### src/rtl/decode_stage_if.sv
// decode_stage_if
//   Bundles every non-clock signal of the decode stage: the fetch-side
//   handshake (in_*), the execute-side handshake and control bundle (out_*),
//   the flush request and the load write-back notification (wb_*).
//
//   Handshake semantics (both sides): a transfer happens on a rising edge
//   where valid && ready are both high.
//   - The source must not drop valid or change its payload until the
//     transfer happens.
//   - Ready may depend combinationally on valid.
//
//   modport slave  : the decode stage's view.
//   modport master : the surrounding fetch/execute/testbench view.
interface decode_stage_if #(
    parameter int XLEN   = 32,
    parameter int REG_AW = 5
);
    logic              in_valid;
    logic              in_ready;
    logic [31:0]       in_ir;
    logic [XLEN-1:0]   in_pc;
    logic              flush;
    logic              out_valid;
    logic              out_ready;
    logic [13:0]       out_op;
    logic              out_y_sel;
    logic [REG_AW-1:0] out_addr_a;
    logic [REG_AW-1:0] out_addr_b;
    logic [REG_AW-1:0] out_addr_d;
    logic [XLEN-1:0]   out_immed;
    logic [XLEN-1:0]   out_pc;
    logic              out_read_mmu;
    logic              out_write_mmu;
    logic              out_byte_sel;
    logic              out_write;
    logic              out_branch;
    logic              out_load;
    logic              out_jump;
    logic              out_illegal;
    logic              wb_valid;
    logic [REG_AW-1:0] wb_addr;

    modport slave (
        input  in_valid, in_ir, in_pc, flush, out_ready, wb_valid, wb_addr,
        output in_ready, out_valid, out_op, out_y_sel, out_addr_a, out_addr_b,
               out_addr_d, out_immed, out_pc, out_read_mmu, out_write_mmu,
               out_byte_sel, out_write, out_branch, out_load, out_jump,
               out_illegal
    );

    modport master (
        output in_valid, in_ir, in_pc, flush, out_ready, wb_valid, wb_addr,
        input  in_ready, out_valid, out_op, out_y_sel, out_addr_a, out_addr_b,
               out_addr_d, out_immed, out_pc, out_read_mmu, out_write_mmu,
               out_byte_sel, out_write, out_branch, out_load, out_jump,
               out_illegal
    );
endinterface

### src/rtl/decode_stage.sv
// decode_stage
//   Registered decode pipeline stage between fetch and execute.
//   - Decodes one instruction per cycle: R, LOAD, ADDI, STORE, BRANCH or JAL.
//   - The decoded control bundle is held in an output register.
//   - A load scoreboard holds back instructions whose source registers are
//     still waiting for load data.
//   Ports:
//     clk   : clock
//     reset : synchronous, active-high reset
//     bus   : decode_stage_if.slave. Carries the fetch handshake (in_*), the
//             execute handshake and bundle (out_*), flush, and the load
//             write-back notification (wb_valid / wb_addr).
module decode_stage #(
    parameter int XLEN      = 32,
    parameter int REG_AW    = 5,
    parameter int SB_ENABLE = 1
) (
    input  logic          clk,
    input  logic          reset,
    decode_stage_if.slave bus
);
    localparam logic [6:0] OP_R      = 7'b0110011;
    localparam logic [6:0] OP_LOAD   = 7'b0000011;
    localparam logic [6:0] OP_ADDI   = 7'b0010011;
    localparam logic [6:0] OP_STORE  = 7'b0100011;
    localparam logic [6:0] OP_BRANCH = 7'b1100011;
    localparam logic [6:0] OP_JAL    = 7'b1101111;
    localparam int         NREG      = 2 ** REG_AW;

    // Instruction fields
    logic [6:0]        opcode;
    logic [2:0]        funct3;
    logic [6:0]        funct7;
    logic [REG_AW-1:0] rs1, rs2, rd;

    assign opcode = bus.in_ir[6:0];
    assign funct3 = bus.in_ir[14:12];
    assign funct7 = bus.in_ir[31:25];
    assign rs1    = bus.in_ir[15 +: REG_AW];
    assign rs2    = bus.in_ir[20 +: REG_AW];
    assign rd     = bus.in_ir[7 +: REG_AW];

    // Combinational decode of the incoming word
    logic [13:0]       d_op;
    logic              d_y_sel;
    logic [REG_AW-1:0] d_addr_a, d_addr_b, d_addr_d;
    logic [XLEN-1:0]   d_immed;
    logic              d_read_mmu, d_write_mmu, d_byte_sel, d_write;
    logic              d_branch, d_load, d_jump, d_illegal;
    logic              use_rs1, use_rs2;

    always_comb begin
        d_op        = '0;
        d_y_sel     = 1'b0;
        d_addr_a    = rs1;
        d_addr_b    = rs2;
        d_addr_d    = rd;
        d_immed     = '0;
        d_read_mmu  = 1'b0;
        d_write_mmu = 1'b0;
        d_byte_sel  = 1'b0;
        d_write     = 1'b0;
        d_branch    = 1'b0;
        d_load      = 1'b0;
        d_jump      = 1'b0;
        d_illegal   = 1'b0;
        use_rs1     = 1'b0;
        use_rs2     = 1'b0;
        unique case (opcode)
            OP_R: begin
                d_op    = {opcode, funct7};
                d_y_sel = 1'b1;
                d_write = 1'b1;
                use_rs1 = 1'b1;
                use_rs2 = 1'b1;
            end
            OP_LOAD: begin
                d_op       = {4'b0, opcode, funct3};
                d_immed    = {{(XLEN-12){bus.in_ir[31]}}, bus.in_ir[31:20]};
                d_read_mmu = 1'b1;
                d_byte_sel = (funct3 == 3'b000);
                d_load     = 1'b1;
                d_write    = 1'b1;
                use_rs1    = 1'b1;
            end
            OP_ADDI: begin
                d_op    = {4'b0, opcode, funct3};
                d_immed = {{(XLEN-12){bus.in_ir[31]}}, bus.in_ir[31:20]};
                d_write = 1'b1;
                use_rs1 = 1'b1;
            end
            OP_STORE: begin
                d_op        = {4'b0, opcode, funct3};
                d_immed     = {{(XLEN-12){bus.in_ir[31]}}, bus.in_ir[31:25],
                               bus.in_ir[11:7]};
                d_write_mmu = 1'b1;
                d_byte_sel  = (funct3 == 3'b000);
                use_rs1     = 1'b1;
                use_rs2     = 1'b1;
            end
            OP_BRANCH: begin
                d_op     = {4'b0, opcode, funct3};
                d_immed  = {{(XLEN-13){bus.in_ir[31]}}, bus.in_ir[31], bus.in_ir[7],
                            bus.in_ir[30:25], bus.in_ir[11:8], 1'b0};
                d_branch = 1'b1;
                use_rs1  = 1'b1;
                use_rs2  = 1'b1;
            end
            OP_JAL: begin
                d_op    = {7'b0, opcode};
                d_immed = {{(XLEN-21){bus.in_ir[31]}}, bus.in_ir[31], bus.in_ir[19:12],
                           bus.in_ir[20], bus.in_ir[30:21], 1'b0};
                d_jump  = 1'b1;
                d_write = 1'b1;
            end
            default: begin
                // Unknown opcode: only the illegal flag survives.
                d_addr_a  = '0;
                d_addr_b  = '0;
                d_addr_d  = '0;
                d_illegal = 1'b1;
            end
        endcase
        // x0 is hard-wired, so writes to it are dropped.
        if (rd == '0) d_write = 1'b0;
    end

    // Load-use scoreboard. A bit is set when a load leaves the stage and
    // cleared when its data is written back. There is no bypass: a cleared bit
    // only releases a consumer after the clear has been registered.
    logic [NREG-1:0] sb, sb_next;
    logic            hazard, accept, issue;

    assign issue  = bus.out_valid && bus.out_ready;
    assign hazard = (SB_ENABLE != 0) && bus.in_valid &&
                    ((use_rs1 && sb[rs1]) || (use_rs2 && sb[rs2]));
    assign bus.in_ready = (!bus.out_valid || bus.out_ready) && !hazard && !bus.flush;
    assign accept = bus.in_valid && bus.in_ready;

    always_comb begin
        sb_next = sb;
        if (bus.wb_valid) sb_next[bus.wb_addr] = 1'b0;
        // A set after the clear makes the set win when both hit one register.
        if (issue && bus.out_load && bus.out_addr_d != '0)
            sb_next[bus.out_addr_d] = 1'b1;
        sb_next[0] = 1'b0;
    end

    always_ff @(posedge clk) begin
        if (reset) sb <= '0;
        else       sb <= sb_next;
    end

    // Output valid. Flush wins over everything else. A new accept refills the
    // register. Otherwise the bundle drains once it has been issued.
    always_ff @(posedge clk) begin
        if (reset)          bus.out_valid <= 1'b0;
        else if (bus.flush) bus.out_valid <= 1'b0;
        else if (accept)    bus.out_valid <= 1'b1;
        else if (issue)     bus.out_valid <= 1'b0;
    end

    // Bundle register. It only loads on accept, so it is stable while held.
    always_ff @(posedge clk) begin
        if (reset) begin
            bus.out_op        <= '0;
            bus.out_y_sel     <= 1'b0;
            bus.out_addr_a    <= '0;
            bus.out_addr_b    <= '0;
            bus.out_addr_d    <= '0;
            bus.out_immed     <= '0;
            bus.out_pc        <= '0;
            bus.out_read_mmu  <= 1'b0;
            bus.out_write_mmu <= 1'b0;
            bus.out_byte_sel  <= 1'b0;
            bus.out_write     <= 1'b0;
            bus.out_branch    <= 1'b0;
            bus.out_load      <= 1'b0;
            bus.out_jump      <= 1'b0;
            bus.out_illegal   <= 1'b0;
        end else if (accept) begin
            bus.out_op        <= d_op;
            bus.out_y_sel     <= d_y_sel;
            bus.out_addr_a    <= d_addr_a;
            bus.out_addr_b    <= d_addr_b;
            bus.out_addr_d    <= d_addr_d;
            bus.out_immed     <= d_immed;
            bus.out_pc        <= bus.in_pc;
            bus.out_read_mmu  <= d_read_mmu;
            bus.out_write_mmu <= d_write_mmu;
            bus.out_byte_sel  <= d_byte_sel;
            bus.out_write     <= d_write;
            bus.out_branch    <= d_branch;
            bus.out_load      <= d_load;
            bus.out_jump      <= d_jump;
            bus.out_illegal   <= d_illegal;
        end
    end
endmodule

### src/flat_wrapper.sv
// flat-port wrapper written by rule: the top's interface ports become plain ports
module decode_stage_flat 
#(
    parameter int XLEN      = 32,
    parameter int REG_AW    = 5,
    parameter int SB_ENABLE = 1
)
  (clk, reset, bus_in_valid, bus_in_ir, bus_in_pc, bus_flush, bus_out_ready, bus_wb_valid, bus_wb_addr, bus_in_ready, bus_out_valid, bus_out_op, bus_out_y_sel, bus_out_addr_a, bus_out_addr_b, bus_out_addr_d, bus_out_immed, bus_out_pc, bus_out_read_mmu, bus_out_write_mmu, bus_out_byte_sel, bus_out_write, bus_out_branch, bus_out_load, bus_out_jump, bus_out_illegal);
  decode_stage_if #(.XLEN(XLEN), .REG_AW(REG_AW)) bus_i ();
  input  logic clk;
  input  logic reset;
  input wire logic [$bits(bus_i.in_valid)-1:0] bus_in_valid;
  input wire logic [$bits(bus_i.in_ir)-1:0] bus_in_ir;
  input wire logic [$bits(bus_i.in_pc)-1:0] bus_in_pc;
  input wire logic [$bits(bus_i.flush)-1:0] bus_flush;
  input wire logic [$bits(bus_i.out_ready)-1:0] bus_out_ready;
  input wire logic [$bits(bus_i.wb_valid)-1:0] bus_wb_valid;
  input wire logic [$bits(bus_i.wb_addr)-1:0] bus_wb_addr;
  output wire logic [$bits(bus_i.in_ready)-1:0] bus_in_ready;
  output wire logic [$bits(bus_i.out_valid)-1:0] bus_out_valid;
  output wire logic [$bits(bus_i.out_op)-1:0] bus_out_op;
  output wire logic [$bits(bus_i.out_y_sel)-1:0] bus_out_y_sel;
  output wire logic [$bits(bus_i.out_addr_a)-1:0] bus_out_addr_a;
  output wire logic [$bits(bus_i.out_addr_b)-1:0] bus_out_addr_b;
  output wire logic [$bits(bus_i.out_addr_d)-1:0] bus_out_addr_d;
  output wire logic [$bits(bus_i.out_immed)-1:0] bus_out_immed;
  output wire logic [$bits(bus_i.out_pc)-1:0] bus_out_pc;
  output wire logic [$bits(bus_i.out_read_mmu)-1:0] bus_out_read_mmu;
  output wire logic [$bits(bus_i.out_write_mmu)-1:0] bus_out_write_mmu;
  output wire logic [$bits(bus_i.out_byte_sel)-1:0] bus_out_byte_sel;
  output wire logic [$bits(bus_i.out_write)-1:0] bus_out_write;
  output wire logic [$bits(bus_i.out_branch)-1:0] bus_out_branch;
  output wire logic [$bits(bus_i.out_load)-1:0] bus_out_load;
  output wire logic [$bits(bus_i.out_jump)-1:0] bus_out_jump;
  output wire logic [$bits(bus_i.out_illegal)-1:0] bus_out_illegal;
  assign bus_i.in_valid = bus_in_valid;
  assign bus_i.in_ir = bus_in_ir;
  assign bus_i.in_pc = bus_in_pc;
  assign bus_i.flush = bus_flush;
  assign bus_i.out_ready = bus_out_ready;
  assign bus_i.wb_valid = bus_wb_valid;
  assign bus_i.wb_addr = bus_wb_addr;
  assign bus_in_ready = bus_i.in_ready;
  assign bus_out_valid = bus_i.out_valid;
  assign bus_out_op = bus_i.out_op;
  assign bus_out_y_sel = bus_i.out_y_sel;
  assign bus_out_addr_a = bus_i.out_addr_a;
  assign bus_out_addr_b = bus_i.out_addr_b;
  assign bus_out_addr_d = bus_i.out_addr_d;
  assign bus_out_immed = bus_i.out_immed;
  assign bus_out_pc = bus_i.out_pc;
  assign bus_out_read_mmu = bus_i.out_read_mmu;
  assign bus_out_write_mmu = bus_i.out_write_mmu;
  assign bus_out_byte_sel = bus_i.out_byte_sel;
  assign bus_out_write = bus_i.out_write;
  assign bus_out_branch = bus_i.out_branch;
  assign bus_out_load = bus_i.out_load;
  assign bus_out_jump = bus_i.out_jump;
  assign bus_out_illegal = bus_i.out_illegal;
  decode_stage #(.XLEN(XLEN), .REG_AW(REG_AW), .SB_ENABLE(SB_ENABLE)) u_core (.clk(clk), .reset(reset), .bus(bus_i));
endmodule
### config.mk
export PLATFORM = sky130hd
export DESIGN_NAME = decode_stage_flat
export DESIGN_NICKNAME = d
export VERILOG_FILES = /design/src/rtl/decode_stage_if.sv /design/src/rtl/decode_stage.sv /design/src/flat_wrapper.sv
export SDC_FILE = /design/constraint.sdc
export NUM_CORES = 1
export LEC_CHECK = 0
export CORE_ASPECT_RATIO = 0.7
export CORE_MARGIN = 1
export CORE_UTILIZATION = 52
export CTS_BUF_LIST = sky130_fd_sc_hd__clkbuf_8
export CTS_CLUSTER_DIAMETER = 100
export DETAILED_ROUTE_END_ITERATION = 16
export PLACE_DENSITY = 0.95
export SYNTH_ARGS = -nofsm -noshare
export SYNTH_HDL_FRONTEND = slang
export SYNTH_SLANG_ARGS = --single-unit
### constraint.sdc
create_clock -name clk -period 5.2 [get_ports clk]
set_clock_uncertainty 0.2 [all_clocks]
set_input_delay 1.04 -clock clk [delete_from_list [all_inputs] [get_ports clk]]
set_output_delay 1.04 -clock clk [all_outputs]
set_load 0.005 [all_outputs]
## Yosys cells after proc, flatten, opt, wreduce, memory -nomap -nowiden

Index checks and enable logic that the tools add are counted.

- Bits in registers: 134
- Bits of input ports: 75
- Output and inout bits: 104
- Word-level logic and storage cells: 88

- $lt $le $gt $ge: 6
- Equality and inequality tests: 6
- Mux-type cells: 28
- Bitwise operators: 3
- Reduce and logical (&&, ||, !) cells: 28

Operator list:

| kind | number |
|---|---|
| $pmux 32 s4 | 1 |
| $mux 32 | 2 |
| $pmux 14 s3 | 1 |
| $and 32x32->32 | 1 |
| $not 32->32 | 1 |
| $or 32x32->32 | 1 |
| $lt 5x6->1 const B | 4 |
| $mux 1 | 17 |
| $mux 5 | 3 |
| $eq 7x6->1 const B | 2 |
| $eq 7x7->1 const B | 2 |
| $logic_and 1x1->1 | 11 |
| $bmux 1 s5 | 2 |
| $demux 1 s5 | 2 |
| $ge 5x1->1 const B | 2 |
| $reduce_or 4->1 | 2 |
| $eq 7x2->1 const B | 1 |
| $eq 7x5->1 const B | 1 |
| $reduce_or 2->1 | 3 |
| $reduce_or 6->1 | 1 |
| $logic_not 5->1 | 1 |
| $reduce_bool 5->1 | 1 |
| $reduce_or 5->1 | 1 |
| $logic_not 1->1 | 3 |
| other kinds (4) | 5 |

## Longest topological paths before layout

- Depth in word-level cells: 11
- Gate-level depth with buffers: 9
- Mapped depth without buffers: 6

## Worst setup path after synthesis

Ideal clock, no wire load.

- Kind: input-to-output
- Start point: input port bus_in_ir[20]
- End point: output port bus_in_ready
- Arrival time: 2.867 ns
- Required time: 3.960 ns
- Slack: 1.093 ns
- Cell stages on the path: 8
- Buffers on the path: 2
- Cells stage by stage: buf_6 -> mux4_2 -> mux2_2 -> a211o_1 -> o311ai_1 -> buf_2 -> nand2_1 -> a21boi_0

- Cells in the longest elaborated chain, start to end: 8

RTL lines:

| element | RTL line | text |
|---|---|---|
| start, declared | flat_wrapper.sv:13 | `input wire logic [$bits(bus_i.in_ir)-1:0] bus_in_ir;` |
| $bmux 1 s5 | decode_stage.sv:136 | `((use_rs1 && sb[rs1]) \|\| (use_rs2 && sb[rs2]));` |
| $mux 1 (implied by the code) | decode_stage.sv:136 |  |
| $logic_and 1x1->1 | decode_stage.sv:136 |  |
| $logic_or 1x1->1 | decode_stage.sv:136 |  |
| $logic_and 1x1->1 | decode_stage.sv:135 | `assign hazard = (SB_ENABLE != 0) && bus.in_valid &&` |
| $logic_not 1->1 | decode_stage.sv:137 | `assign bus.in_ready = (!bus.out_valid \|\| bus.out_ready) && !hazard && !bus.flush;` |
| $logic_and 1x1->1 (2 in series) | decode_stage.sv:137 |  |
| end, declared | flat_wrapper.sv:19 | `output wire logic [$bits(bus_i.in_ready)-1:0] bus_in_ready;` |

No other way between the ends. The select of a mux whose other input is x is not followed.

## Worst setup path in the final report

Ends and elaborated chain as after synthesis.

==> impl_results.md <==
- Crit start category: primary input
- Core area: between 10000 and 15000 sq um
- Max cap viols: 0
- Largest net degree at the start of global routing: 93
- DRC Markers: 0
- CTS tree: built
- Share of layout cells above drive strength 1: 8.44%
- Critical path depth in cells: 9
- Worst R2R Setup Slack: between 2000 and 2500 ps
- First-pass GRT wire length: around 30000 um
- Commonest register cell after synthesis: dfxtp_1
- Achievable frequency: approximately 200 MHz
- Status: finished clean
- Synth top area cells: dfxtp_1 43%, a21oi_1 9.5%, o21ai_0 7.5%
- Netlist cell types: 50
- Post-DRT Antenna Nets: 0
- Syn Area/Cell: 8.36 sq um
- Synth Register Bits: between 100 and 150
- FF-to-FF End: u_core.bus.out_addr_b[0]
- End of the critical path: bus_in_ready
- Diode count: 0
- Met1 Use GR: between 40 and 50%
- P per Cell Area: between 200 and 300 nW/um^2
- Post-synth ARST share: 0%
- Setup WS post-layout: 105 ps
- Post-synth top area share: 42.8%
- Slew margin rel.: approximately 28%
- Peak VDD IR: around 0.22 mV
- Non-filler cells, final: about 990
- Area growth from synthesis to layout: 40.5%
- Die height: approximately 90 um
- Synth area leader: dfxtp_1
- Post-DP Area: around 7500 sq um
- Critical Path End Type: output pin
- Number of global-route vias before repair: about 5.7k
- Cell mode on critical path: clkdlybuf4s50_1
- Number of I/O pins: about 180
- Top delay family on crit path: buffers and inverters
- Crit-path slowest cell: clkdlybuf4s50_1
- Worst skew pair latency: roughly 450 ps
- GRT overflow: 0
- WP data arrival: around 3900 ps
- Final setup violation count: 0
- Critical Path RT: approximately 4000 ps
- EDFF count, synth: 0
- Critical path buffers and inverters: 3
- Sink Count: about 120
- CTS H-tree depth: 4
- Synth Instances: 682
- Met2 usage: a little over half
- Initial antenna violation count: 0
- Mapped Area: between 5000 and 6000 sq um
- WL final: 19400 um
- Ys Warns: 0
- Hpwl dp: about 13000 um
- Setup WS pre-CTS: ~160 ps
- RSZ-0062 raised after global routing: no
- Leak Pwr: 2.72 nW
- 1st-iter DRT viols: ~750
- Via density: around 6.2
- GRT busiest layer: met2
- Routability cong.: roughly 0.98
- Reg clk slew, reported paths: approximately 70 ps
- Crit path from: bus_in_ir[20]
- Tcrit/Tclk final: ~98%
- Worst-Margin Slew: approximately 1100 ps
- CP Cell Sequence: clkdlybuf4s50_1 -> buf_4 -> mux4_2 -> and3b_1 -> a211o_1 -> o311ai_4 -> nand2_1 -> a21boi_0 -> clkdlybuf4s50_1
- 1st-pass router iterations: 5
- Synthesized Nets: approximately 760
- Initial core utilization: a little over half
- Final Slew Violations: 0
- Routed len/inst: between 15 and 20 um
- Max clock buf depth: 2
- Fin area: ~8000 sq um
- Hold Crit Class: flop to flop
- Seq/Total Area, Yosys: 42.8%
- Full die area: between 10000 and 15000 sq um
- Final setup TNS: 0 ps
- Critical R2R Launch: u_core.sb[20]
- PortBufs: approximately 180
- Row count: 31
- NumNets Final: 903
- Critical Path Fanout Max: 6
- GRT Resource Usage Total: 34.3%
- Placed instance count: 957
- CP peak stage delay: between 500 and 600 ps
- Met3 usage: between 10% and 20%
- Die Width: 127 um
- Setup Crit Path Kind: primary input to output pin
- Post-CTS setup buffer count: 0
- Final hold vios: 0
- DR vias: about 6.2k
- R2r worst-path depth: 7
- TritonCTS buffer count: 17
- CTS Root Cell: clkbuf_8
- Minimum clock period after layout: roughly 5100 ps
-- worst min-delay path, stage by stage (launching register included) --
cell and delay (ps):
dfxtp_1 310, nand2_1 50, mux2i_1 50
-- logic make-up (layout without fill, tap and decap cells) --
family / count (synthesis) / count (layout) / share of synthesized area [%]
AOI/OAI and AO/OA: 243 / 243 / 24.1
buffers and inverters: 73 / 232 / 6.10
DFF: 122 / 122 / 42.8
muxes: 36 / 36 / 9.00
and+or+nand+nor: 208 / 208 / 18.0
-- cells in the mapped netlist (3+ instances only) --
cell type	n
nand3b_1	8
nand3_1	43
inv_1	6
nor3b_1	5
mux4_2	12
nor3_1	12
nor2b_1	9
a32oi_1	5
buf_4	12
a31oi_1	3
nand4_1	9
or4_1	3
or3b_2	3
and3b_1	3
a21oi_1	108
buf_2	11
or3_1	3
nand2_1	86
nor2_1	13
buf_1	4
a211oi_1	19
o21ai_0	85
mux2i_1	22
a22o_1	8
dfxtp_1	122
clkbuf_1	38
and2_1	3
-- cell type report --
type	count	area, sq um
Clock inverter	12	218
Sequential cell	122	2440
Timing Repair Buffer	194	1910
Multi-Input combinational cell	487	2950
Clock buffer	20	275
Tap cell	148	185
Fill cell	723	2500
Inverter	6	22.5
-- placed cells by master (no fill, tap or decap), types with 3 or more instances in the layout --
cell             count
o21ai_0             85
nor2b_1              9
a32oi_1              5
and3b_1              3
dfxtp_1            122
nand4_1              9
buf_4               15
a22o_1               8
or4_1                3
nor2_1              13
or3_1                3
and2_1               3
mux4_2              12
nor3_1              11
mux2i_1             22
a21oi_1            108
inv_1                7
nand3_1             43
nor3b_1              5
bufinv_16            6
a211oi_1            19
nand2_1             86
clkdlybuf4s50_1    176
clkbuf_8            20
nand3b_1             8
or3b_2               3
-- flip-flops by register name, indices dropped and copies added, names as in the netlist --
signal                    count
u_core.bus.out_pc            32
u_core.sb                    31
u_core.bus.out_immed         21
u_core.bus.out_op            14
u_core.bus.out_addr_a         5
u_core.bus.out_addr_b         5
u_core.bus.out_addr_d         5
u_core.bus.out_branch         1
u_core.bus.out_byte_sel       1
u_core.bus.out_illegal        1
u_core.bus.out_jump           1
u_core.bus.out_load           1
u_core.bus.out_valid          1
u_core.bus.out_write          1
u_core.bus.out_write_mmu      1
u_core.bus.out_y_sel          1
-- stage by stage --
step | hold WS (ps) | power [mW] | utilization [%]
2_1_floorplan | 245 | 1.10 | -
3_3_place_gp | 243 | 1.24 | 71.5
3_5_place_dp | 243 | 1.25 | 71.5
4_1_cts | 261 | 2.28 | 76.2
5_1_grt | 289 | 2.35 | 76.2
6_report | 261 | 2.28 | 76.2
-- worst min path at each step --
stage / start / to / slack (ps) / cells after the start
6_report: u_core.bus.out_addr_a[2] / u_core.bus.out_addr_a[2] / 260 / 2
3_5_place_dp: u_core.bus.out_op[10] / u_core.bus.out_op[10] / 240 / 1
5_1_grt: u_core.bus.out_addr_b[2] / u_core.bus.out_addr_b[2] / 290 / 2
4_1_cts: u_core.bus.out_addr_a[2] / u_core.bus.out_addr_a[2] / 260 / 2
2_1_floorplan: u_core.bus.out_immed[0] / u_core.bus.out_immed[0] / 240 / 2
3_3_place_gp: u_core.bus.out_op[13] / u_core.bus.out_op[13] / 240 / 1
-- layer usage --
metal / share of wire (%) / wire length [um]
met1: 41 / 7950
met2: 45 / 8750
met3: 12 / 2360
met4: 1.7 / 331
met5: 0 / 0
-- where the power goes --
part           leakage [nW]  switching (mW)  internal (mW)
combinational          1.49           0.130          0.134
sequential            0.990          0.0127          0.957
clock                 0.247           0.395          0.656
total                  2.72           0.538           1.75
-- repair_timing --
action                     4_1_cts  5_1_grt
gates resized for setup          0        1
hold buffers                     0        0
setup endpoints to repair        0        1
No activity file was read; power rests on OpenSTA's default activity.
